[config.mk]
export PLATFORM = sky130hd
export DESIGN_NAME = ring_monitor
export DESIGN_NICKNAME = d
export VERILOG_FILES = /design/src/rtl/ring_monitor.sv
export SDC_FILE = /design/constraint.sdc
export NUM_CORES = 1
export LEC_CHECK = 0
export BUFFER_PORTS_ARGS = -buffer_cell sky130_fd_sc_hd__buf_2
export CORE_MARGIN = 2
export CORE_UTILIZATION = 48
export DETAILED_ROUTE_END_ITERATION = 10
export PLACE_DENSITY = 0.7
export SETUP_SLACK_MARGIN = 0.4
export SLEW_MARGIN = 20
export SYNTH_ARGS = -nofsm -noshare
export SYNTH_HDL_FRONTEND = slang
export SYNTH_SLANG_ARGS = --single-unit
[constraint.sdc]
create_clock -name clk -period 3.1 [get_ports clk]
set_input_delay 0.465 -clock clk [delete_from_list [all_inputs] [get_ports clk]]
set_output_delay 0.465 -clock clk [all_outputs]
set_load 0.02 [all_outputs]
[src/rtl/ring_monitor.sv]
// ring_monitor
// Watches a one-hot ring counter driven by an upstream block and checks that it
// rotates one position per enabled sample ({r[WIDTH-2:0], r[WIDTH-1]}).
// After LOCK_STEPS consecutive legal rotations it declares lock and counts
// completed revolutions. Any corruption while locked drops into FAULT and asks
// the upstream counter to re-initialise. FAULT is left only on a sample with
// the MSB alone set, which is the ring's natural restart value.
//
// Build option:
//   RING_MONITOR_STICKY_ERR_EN - when defined, err_onehot / err_step hold once
//   set and are cleared only by init. The FSM behaves the same either way.
module ring_monitor #(
   parameter int WIDTH      = 8,   // ring width, power of two, >= 4
   parameter int LOCK_STEPS = 8,   // consecutive legal rotations needed to lock
   parameter int REV_W      = 16   // revolution counter width
) (
   input  logic                     clk,
   input  logic                     init,
   input  logic                     en,
   input  logic [WIDTH-1:0]         ring_in,
   output logic [$clog2(WIDTH)-1:0] phase,
   output logic                     phase_valid,
   output logic                     locked,
   output logic                     rev_tick,
   output logic [REV_W-1:0]         rev_count,
   output logic                     err_onehot,
   output logic                     err_step,
   output logic                     resync_req
);

   localparam int PHASE_W = $clog2(WIDTH);
   localparam int STEP_W  = $clog2(LOCK_STEPS + 1);

   localparam logic [WIDTH-1:0]  RING_ONE  = WIDTH'(1);
   localparam logic [WIDTH-1:0]  MSB_ONLY  = {1'b1, {(WIDTH-1){1'b0}}};
   localparam logic [STEP_W-1:0] STEP_LAST = STEP_W'(LOCK_STEPS - 1);
   localparam logic [STEP_W-1:0] STEP_ONE  = STEP_W'(1);
   localparam logic [REV_W-1:0]  REV_ONE   = REV_W'(1);

   typedef enum logic [1:0] {
      ST_UNLOCKED = 2'd0,
      ST_LOCKED   = 2'd1,
      ST_FAULT    = 2'd2
   } state_t;

   // Registered state
   state_t              state_q;
   logic [WIDTH-1:0]    prev_q;
   logic                prev_valid_q;
   logic [STEP_W-1:0]   step_q;
   logic [PHASE_W-1:0]  phase_q;
   logic                phase_valid_q;
   logic                locked_q;
   logic                rev_tick_q;
   logic [REV_W-1:0]    rev_count_q;
   logic                err_onehot_q;
   logic                err_step_q;
   logic                resync_q;

   // Next-state values
   state_t              state_d;
   logic [WIDTH-1:0]    prev_d;
   logic                prev_valid_d;
   logic [STEP_W-1:0]   step_d;
   logic [PHASE_W-1:0]  phase_d;
   logic                phase_valid_d;
   logic                rev_tick_d;
   logic [REV_W-1:0]    rev_count_d;
   logic                err_onehot_d;
   logic                err_step_d;

   // Sample decode
   logic                is_onehot;
   logic                is_legal;
   logic                is_wrap;
   logic [WIDTH-1:0]    prev_rot;
   logic [PHASE_W-1:0]  sample_idx;
   logic                onehot_hit;
   logic                step_hit;

   // Classify the incoming sample against the last accepted one.
   always_comb begin
      // NOTE: combinational blocks use blocking '=' so later lines see the
      // value just computed; clocked blocks use '<=' so every flop samples
      // pre-edge values regardless of statement order.
      prev_rot  = {prev_q[WIDTH-2:0], prev_q[WIDTH-1]};
      is_onehot = (ring_in != '0) && ((ring_in & (ring_in - RING_ONE)) == '0);
      is_legal  = is_onehot && prev_valid_q && (ring_in == prev_rot);
      is_wrap   = prev_q[WIDTH-2] & ring_in[WIDTH-1];
   end

   // Encode the position of the set bit; only meaningful when one-hot.
   always_comb begin
      sample_idx = '0;
      for (int i = 0; i < WIDTH; i++) begin
         if (ring_in[i]) begin
            sample_idx = sample_idx | PHASE_W'(i);
         end
      end
   end

   // Next-state and next-output logic for the lock FSM.
   always_comb begin
      // NOTE: every signal driven here gets a default first, so no path
      // leaves one unassigned and no latch is inferred.
      state_d       = state_q;
      prev_d        = prev_q;
      prev_valid_d  = prev_valid_q;
      step_d        = step_q;
      phase_d       = phase_q;
      phase_valid_d = phase_valid_q;
      rev_count_d   = rev_count_q;
      rev_tick_d    = 1'b0;
      onehot_hit    = 1'b0;
      step_hit      = 1'b0;

      if (en) begin
         case (state_q)
            ST_FAULT: begin
               // Wait for the upstream ring to restart at the MSB; everything
               // else is ignored and raises no error.
               if (ring_in == MSB_ONLY) begin
                  state_d      = ST_UNLOCKED;
                  prev_d       = ring_in;
                  prev_valid_d = 1'b1;
                  step_d       = '0;
               end
            end

            default: begin
               if (!is_onehot) begin
                  // Corrupt sample: phase keeps its old index but is no
                  // longer trusted, and prev is left untouched.
                  onehot_hit    = 1'b1;
                  phase_valid_d = 1'b0;
                  if (state_q == ST_LOCKED) begin
                     state_d = ST_FAULT;
                  end else begin
                     step_d = '0;
                  end
               end else begin
                  phase_d       = sample_idx;
                  phase_valid_d = 1'b1;
                  prev_d        = ring_in;
                  prev_valid_d  = 1'b1;

                  // The first one-hot sample after init only seeds prev.
                  if (prev_valid_q) begin
                     if (is_legal) begin
                        if (state_q == ST_LOCKED) begin
                           if (is_wrap) begin
                              rev_tick_d  = 1'b1;
                              rev_count_d = rev_count_q + REV_ONE;
                           end
                        end else if (step_q == STEP_LAST) begin
                           state_d     = ST_LOCKED;
                           step_d      = '0;
                           rev_count_d = '0;
                        end else begin
                           step_d = step_q + STEP_ONE;
                        end
                     end else begin
                        step_hit = 1'b1;
                        if (state_q == ST_LOCKED) begin
                           state_d       = ST_FAULT;
                           phase_valid_d = 1'b0;
                        end else begin
                           step_d = '0;
                        end
                     end
                  end
               end
            end
         endcase
      end

`ifdef RING_MONITOR_STICKY_ERR_EN
      // Flags accumulate until init; a one-hot error outranks a step error
      // so the two are never reported together.
      err_onehot_d = err_onehot_q | onehot_hit;
      err_step_d   = (err_step_q | step_hit) & ~err_onehot_d;
`else
      err_onehot_d = onehot_hit;
      err_step_d   = step_hit & ~onehot_hit;
`endif
   end

   // State and output registers; init overrides every other input.
   always_ff @(posedge clk) begin
      if (init) begin
         state_q       <= ST_UNLOCKED;
         prev_q        <= '0;
         prev_valid_q  <= 1'b0;
         step_q        <= '0;
         phase_q       <= '0;
         phase_valid_q <= 1'b0;
         locked_q      <= 1'b0;
         rev_tick_q    <= 1'b0;
         rev_count_q   <= '0;
         err_onehot_q  <= 1'b0;
         err_step_q    <= 1'b0;
         resync_q      <= 1'b0;
      end else begin
         state_q       <= state_d;
         prev_q        <= prev_d;
         prev_valid_q  <= prev_valid_d;
         step_q        <= step_d;
         phase_q       <= phase_d;
         phase_valid_q <= phase_valid_d;
         locked_q      <= (state_d == ST_LOCKED);
         rev_tick_q    <= rev_tick_d;
         rev_count_q   <= rev_count_d;
         err_onehot_q  <= err_onehot_d;
         err_step_q    <= err_step_d;
         resync_q      <= (state_d == ST_FAULT);
      end
   end

   assign phase       = phase_q;
   assign phase_valid = phase_valid_q;
   assign locked      = locked_q;
   assign rev_tick    = rev_tick_q;
   assign rev_count   = rev_count_q;
   assign err_onehot  = err_onehot_q;
   assign err_step    = err_step_q;
   assign resync_req  = resync_q;

endmodule

==> results.toml, run 1 <==
[route]
route.detailed.drc = 0
avgViaCountPerCell = 5.99
first_pass_iters = 4
drtIter0Drc = 266
vias = 2125
route.final.wire_length_um = 5280
post_drt_wl_per_cell_um = 14.9
postRouteAntennaNets = 0

[grt]
grt_pass1_wl_um = 8850
antenna_found_initial = 0
gr-usage-all-layers_pct = 21.6
grt_pass1_vias = 1908
gr-total-overflow = 0
grt_max_degree = 31

[sta]
fin_skew_ps = 5.71
setup_viol_count_final = 0
maxSlewHeadroom_pct = 52.7
finalHoldViolCount = 0
worstMarginPinSlew_ps = 704
period_minus_slack_ps = 2550
max_freq_mhz = 392
period_share_pct = 82.3
tns_ps = 0
slew_viol_final = 0
rsz0062_at_grt = "false"

[power]
comb_power_share_pct = 6.8
p_leak_nw = 0.978
netSwitchingFraction_pct = 23.1
peakVddDrop_mv = 0.287
p_int_uw = 801
power_density_nw_per_um2 = 410
total_power_mw = 1.04
seq_power_share_pct = 49.4
switchingPower_uw = 241
clkPwrFrac_pct = 43.7

[clock_network]
clkTransAtPathRegs_ps = 80
cts_root_buf = "clkbuf_8"
postCtsSetupBuffers = 0
cts_buffers = 5
cts_buffer_depth = 2
cts_tree = "done"
worstSkewPairLatency_ps = 300
cts.sinks = 40
h-tree-depth = 2
cts_hold_buf = 0
cts-resized-gates = 0

[critical_path]
crit_chain = "buf_2, ha_1, nand2b_1, or4b_1, o21ai_0, and3_1, o22ai_1, a22o_1"
cp.arrival_ps = 2740
critPathBufInv = 1
cp_max_fo = 6
crit_path_start_kind = "primary input"
slowest_stage = "or4b_1"
critPathKind = "primary input to flip-flop"
worst_setup_path_end_kind = "flip-flop"
crit_family = "simple AND/OR/NAND/NOR gates"
critical_path.max_stage_delay_ps = 580
crit_required_ps = 3290

[synthesis]
syn-instance-count = 260
synth_enable_flop_cells = 0
syn_area_um2 = 2150
synthArstFlopShare_pct = 0
synthesis.nets = 274
ys.flop_type = "dfxtp_1"
ys_ff_latch = 40
syn_avg_cell_area_um2 = 8.27
ys_warn_count = 0
ys_types = 53
synth-seq-area-share_pct = 37.3

[finish]
fin_util_pct = 58.8
diodes = 0
multi_input_area_um2 = 1300
drive_gt1_share_pct = 19.5
seq_area_um2 = 801
final.fill_count = 416
final_nets = 316
syn_to_final_growth_pct = 18.3

[placed_design]
post-dp-hpwl_um = 3770
portBuffers = 35
gp_congestion = 0.916

[floorplanning]
die_area_um2 = 5030
initial_core_util_pct = 49.7
core_area_um2 = 4320
pin_count = 36
die_y_um = 70.9
num_rows = 24
die_w_um = 70.9

[run]
cap_violations = 0

[status]
status = "finished, final reports clean"

[hold_path]
min_path_type = "primary input to flip-flop"
==> synth_stat cells, drive strengths merged, types with 2 or more instances <==
master / instances / area share (%)
dfxtp: 40 / 37
nor2: 25 / 4.4
o21ai: 23 / 5.5
a21oi: 22 / 5.1
nand3: 15 / 3.5
nand2: 14 / 2.4
nor4: 9 / 3.3
clkbuf: 8 / 1.4
nand2b: 8 / 2.3
nor3: 7 / 1.9
mux2i: 6 / 2.8
nor2b: 6 / 1.7
or3: 6 / 1.7
xor2: 6 / 2.4
a31oi: 5 / 1.5
and3: 4 / 1.2
nand4: 4 / 1.2
xnor2: 4 / 1.6
a22o: 3 / 1.2
and4: 3 / 1.2
ha: 3 / 1.7
inv: 3 / 0.52
nand3b: 3 / 1.0
or4: 3 / 1.2
a21o: 2 / 0.70
a22oi: 2 / 0.70
a311oi: 2 / 0.82
and2: 2 / 0.58
o2111ai: 2 / 0.82
o31ai: 2 / 0.70
or2: 2 / 0.58
==> power groups by stage <==
| stage | combinational (mW) | clock [mW] | sequential, mW |
|---|---|---|---|
| floorplan | 0.0393 | 0 | 0.529 |
| global placement | 0.0689 | 0 | 0.528 |
| detailed placement | 0.0693 | 0 | 0.528 |
| CTS | 0.0702 | 0.464 | 0.515 |
| global route | 0.0777 | 0.480 | 0.516 |
| finish | 0.0711 | 0.456 | 0.515 |
==> metal layers <==
metal	wire length [um]	vias up	global-route usage [%]
li1	-	1058	-
met1	2550	985	29.7
met2	2390	69	34.5
met3	259	13	4.42
met4	74	0	6.08
met5	0	-	0
==> cells in the final DEF, fill, tap and decap left out, types with 6 or more instances in the layout <==
| master | instances |
|---|---|
| mux2i_1 | 6 |
| xor2_1 | 6 |
| clkbuf_8 | 6 |
| nand2_1 | 14 |
| nand3_1 | 15 |
| nand2b_1 | 8 |
| or3_1 | 6 |
| a21oi_1 | 22 |
| nor2b_1 | 6 |
| nor2_1 | 25 |
| nor4_1 | 8 |
| nor3_1 | 6 |
| buf_2 | 35 |
| o21ai_0 | 20 |
| dfxtp_1 | 40 |
| buf_4 | 9 |
==> state kept, by name (all words and copies together) (netlist names), 2 cells and up <==
register and count:
rev_count 16, prev_q 8, step_q 4, phase 3
state_q 2
==> cell type report <==
type	count	area share, %
clock buffers	6	3.25
clock inverters	2	1.52
inverters	3	0.443
multi-input cells	208	51.2
flip-flops and latches	40	31.5
well taps	52	2.56
repair buffers	44	9.54
==> worst paths after layout <==
path,slack [ps],to,from,cells after the start
min,450,prev_q[6],ring_in[6],3
max,550,step_q[1],ring_in[7],8
min reg2reg,480,rev_count[15],rev_count[15],2
max reg2reg,560,step_q[1],prev_q[6],7
==> tightest hold or removal path: cells and delay by family <==
| family | cells | cell delay (ps) |
|---|---|---|
| compound gates | 1 | 50 |
| buf+inv | 1 | 130 |
| simple gates | 1 | 60 |
==> stage by stage <==
step	area, um^2	instances	setup WS [ps]	hold WS (ps)
after floorplan	2150	260	505	458
after global placement	2410	345	273	468
after detailed placement	2410	345	202	471
after CTS	2530	353	504	453
after global routing	2540	355	423	474
final	2540	355	547	455
==> cells by family (layout without fill, tap and decap cells) <==
| family | Yosys count | count (layout) | share of synthesized area (%) |
|---|---|---|---|
| simple gates | 116 | 116 | 30.4 |
| compound gates | 72 | 72 | 20.8 |
| flops | 40 | 40 | 37.3 |
| buf+inv | 12 | 55 | 2.15 |
| xor+xnor | 10 | 10 | 4.07 |
| mux | 7 | 7 | 3.49 |
| fa+ha+maj | 3 | 3 | 1.75 |
(Power assumes the default switching activity.)
==> inputs of run 2 (changes only) <==
Settings changed: ABC_AREA from default to 1, PLACE_DENSITY 0.7 to 0.72.
Clock period 3.1 ns to 2.3 ns, I/O delays scaled along.
==> results.toml, run 2 <==
[clock_network]
h-tree-depth = 2
cts_root_buf = "clkbuf_8"
cts_buffer_depth = 2
postCtsSetupBuffers = 0
clkTransAtPathRegs_ps = 80
cts_tree = "done"
cts_buffers = 5
cts_hold_buf = 0
cts.sinks = 40
worstSkewPairLatency_ps = 290

[synthesis]
syn_avg_cell_area_um2 = 6.47
synth_area_leader_cell = "dfxtp_1"
synth_enable_flop_cells = 0
yosysMostFrequentCell = "nand2_1"
synthesis.nets = 373
syn-instance-count = 359
synthArstFlopShare_pct = 0
synth.area.top_cells = "dfxtp_1 34%, nand2_1 14%, nor2_1 7.3%, inv_1 6.3%, a21oi_1 5.8%"
ys.flop_type = "dfxtp_1"
ys_types = 26
syn_area_um2 = 2320
yosysTopAreaCellShare_pct = 34.5
yosys-top-cells-count = "86 x nand2_1, 45 x nor2_1, 40 x dfxtp_1"
ys_ff_latch = 40
synth-seq-area-share_pct = 34.5
ys_warn_count = 0

[finish]
final_common_cell = "nand2_1"
largest_reg_flops = 16
drive_gt1_share_pct = 18.1
syn_to_final_growth_pct = 15.7
diodes = 0
final.fill_count = 464
final_nets = 410
multi_input_area_um2 = 1330
seq_area_um2 = 801
final_cell_mix = "86 x nand2_1, 45 x nor2_1, 40 x dfxtp_1"
layout.cells.non_filler = 451

[sta]
maxSlewHeadroom_pct = 72.6
tns_ps = 0
finalHoldViolCount = 0
period_minus_slack_ps = 1770
max_freq_mhz = 564
slew_viol_final = 0
period_share_pct = 77.1
setup_viol_count_final = 0
rsz0062_at_grt = "true"
worstMarginPinSlew_ps = 411
fin_skew_ps = 6.35

[critical_path]
crit_chain = "ha_1, nand3b_1, nor2_1, nand2_2, nor2_4, nand2_8, inv_6, nor2_1, nor3_1"
crit_family = "simple AND/OR/NAND/NOR gates"
path_depth = 9
r2r_start = "prev_q[6]"
crit_path_start_kind = "flip-flop"
cp_max_fo = 15
crit_required_ps = 2510
crit_top_cell = "nor2_1"
timing.rr.end = "rev_count[1]"
critPathKind = "flip-flop to flip-flop"
critical_path.max_stage_delay_ps = 320
critPathBufInv = 1
r2r_cells = 9
cp.arrival_ps = 1980
slowest_stage = "dfxtp_1"
rrSetupSlack_ps = 530
worst_setup_path_end_kind = "flip-flop"

[placed_design]
portBuffers = 35
gp_congestion = 0.854
place_inst = 443
post-dp-hpwl_um = 3990

[floorplanning]
die_area_um2 = 5410
initial_core_util_pct = 49.5
core_area_um2 = 4690
die_y_um = 73.6
die_w_um = 73.6
num_rows = 25
pin_count = 36

[route]
route.detailed.drc = 0
postRouteAntennaNets = 0
drtIter0Drc = 126
avgViaCountPerCell = 5.19
route.final.wire_length_um = 5320
vias = 2341
first_pass_iters = 4
post_drt_wl_per_cell_um = 11.8

[grt]
gr-usage-all-layers_pct = 21.3
grt_pass1_wl_um = 9230
gr-total-overflow = 0
antenna_found_initial = 0
grt_pass1_vias = 2003
grt_max_degree = 22

[status]
status = "finished, final reports clean"

[run]
cap_violations = 0

[power]
peakVddDrop_mv = 0.404
power_density_nw_per_um2 = 524
p_leak_nw = 1.15

[hold_path]
min_from = "ring_in[0]"
min_path_type = "primary input to flip-flop"
hold_path_end = "prev_q[0]"
hold_depth = 3
run 2: changes by cell type after synthesis, moves of 8 or more:
cell / delta
nand2_1: +72
inv_1: +36
nor2_1: +20
inv_2: +10
nor3_1: +10
nand2b_1: -8
nand3_1: +8
nor4_1: -8
run 2: area by class of cell:
cell class / count / area share [%]
tap: 54 / 2.52
sequential: 40 / 29.8
clock buffer: 5 / 2.56
multi-input combinational: 263 / 49.4
timing repair buffer: 37 / 7.08
clock inverter: 3 / 1.58
inverter: 49 / 7.03
run 2: tightest hold or removal path: stages:
cell	delay, ps
buf_2	120
inv_2	70
a21oi_1	60
run 2: how the worst max path moves through the flow:
stage                     from           end  slack, ps
floorplan           ring_in[7]  rev_count[0]        590
global placement    ring_in[7]  rev_count[4]        130
detailed placement  ring_in[7]  rev_count[3]         60
CTS                  prev_q[6]  rev_count[3]        390
global route         prev_q[6]  rev_count[1]        380
finish               prev_q[6]  rev_count[1]        530
run 2: metrics by stage:
step	utilization [%]	area [um^2]	hold slack (ps)	worst slack, ps	total power, mW
CTS	56.5	2650	339	393	1.42
global placement	54.1	2540	457	134	0.846
finish	57.3	2690	347	526	1.41
floorplan	-	2320	444	588	0.809
global route	57.3	2690	361	378	1.46
detailed placement	54.1	2540	467	61.5	0.847
run 2: repair_timing:
item                                    4_1_cts  5_1_grt
hold endpoints to repair                      0        0
endpoints found under the setup margin        7       16
resized for setup                             2        7
pin swaps                                     0        1
run 2: cell families (layout without fill, tap and decap cells):
family	count (synthesis)	in the layout	share of synthesized area, %
AOI/OAI and AO/OA	55	55	12.4
and+or+nand+nor	190	190	36.2
buffers and inverters	56	94	9.70
xor gates and xnor gates	15	15	5.66
DFF	40	40	34.5
adders and majority gates	3	3	1.62
run 2: power by group:
| group | switching (mW) | total [mW] | internal [mW] | leakage, nW |
|---|---|---|---|---|
| combinational | 0.0823 | 0.121 | 0.0382 | 0.775 |
| sequential | 0.00781 | 0.712 | 0.704 | 0.324 |
| clock | 0.254 | 0.575 | 0.321 | 0.0541 |
run 2: per-layer routing:
layer	vias to the layer above	track usage, %	routed length (um)
met5	-	0	0
met4	0	5.45	53
met3	5	3.70	254
met2	55	31.9	2320
met1	1066	31.3	2700
li1	1215	-	-
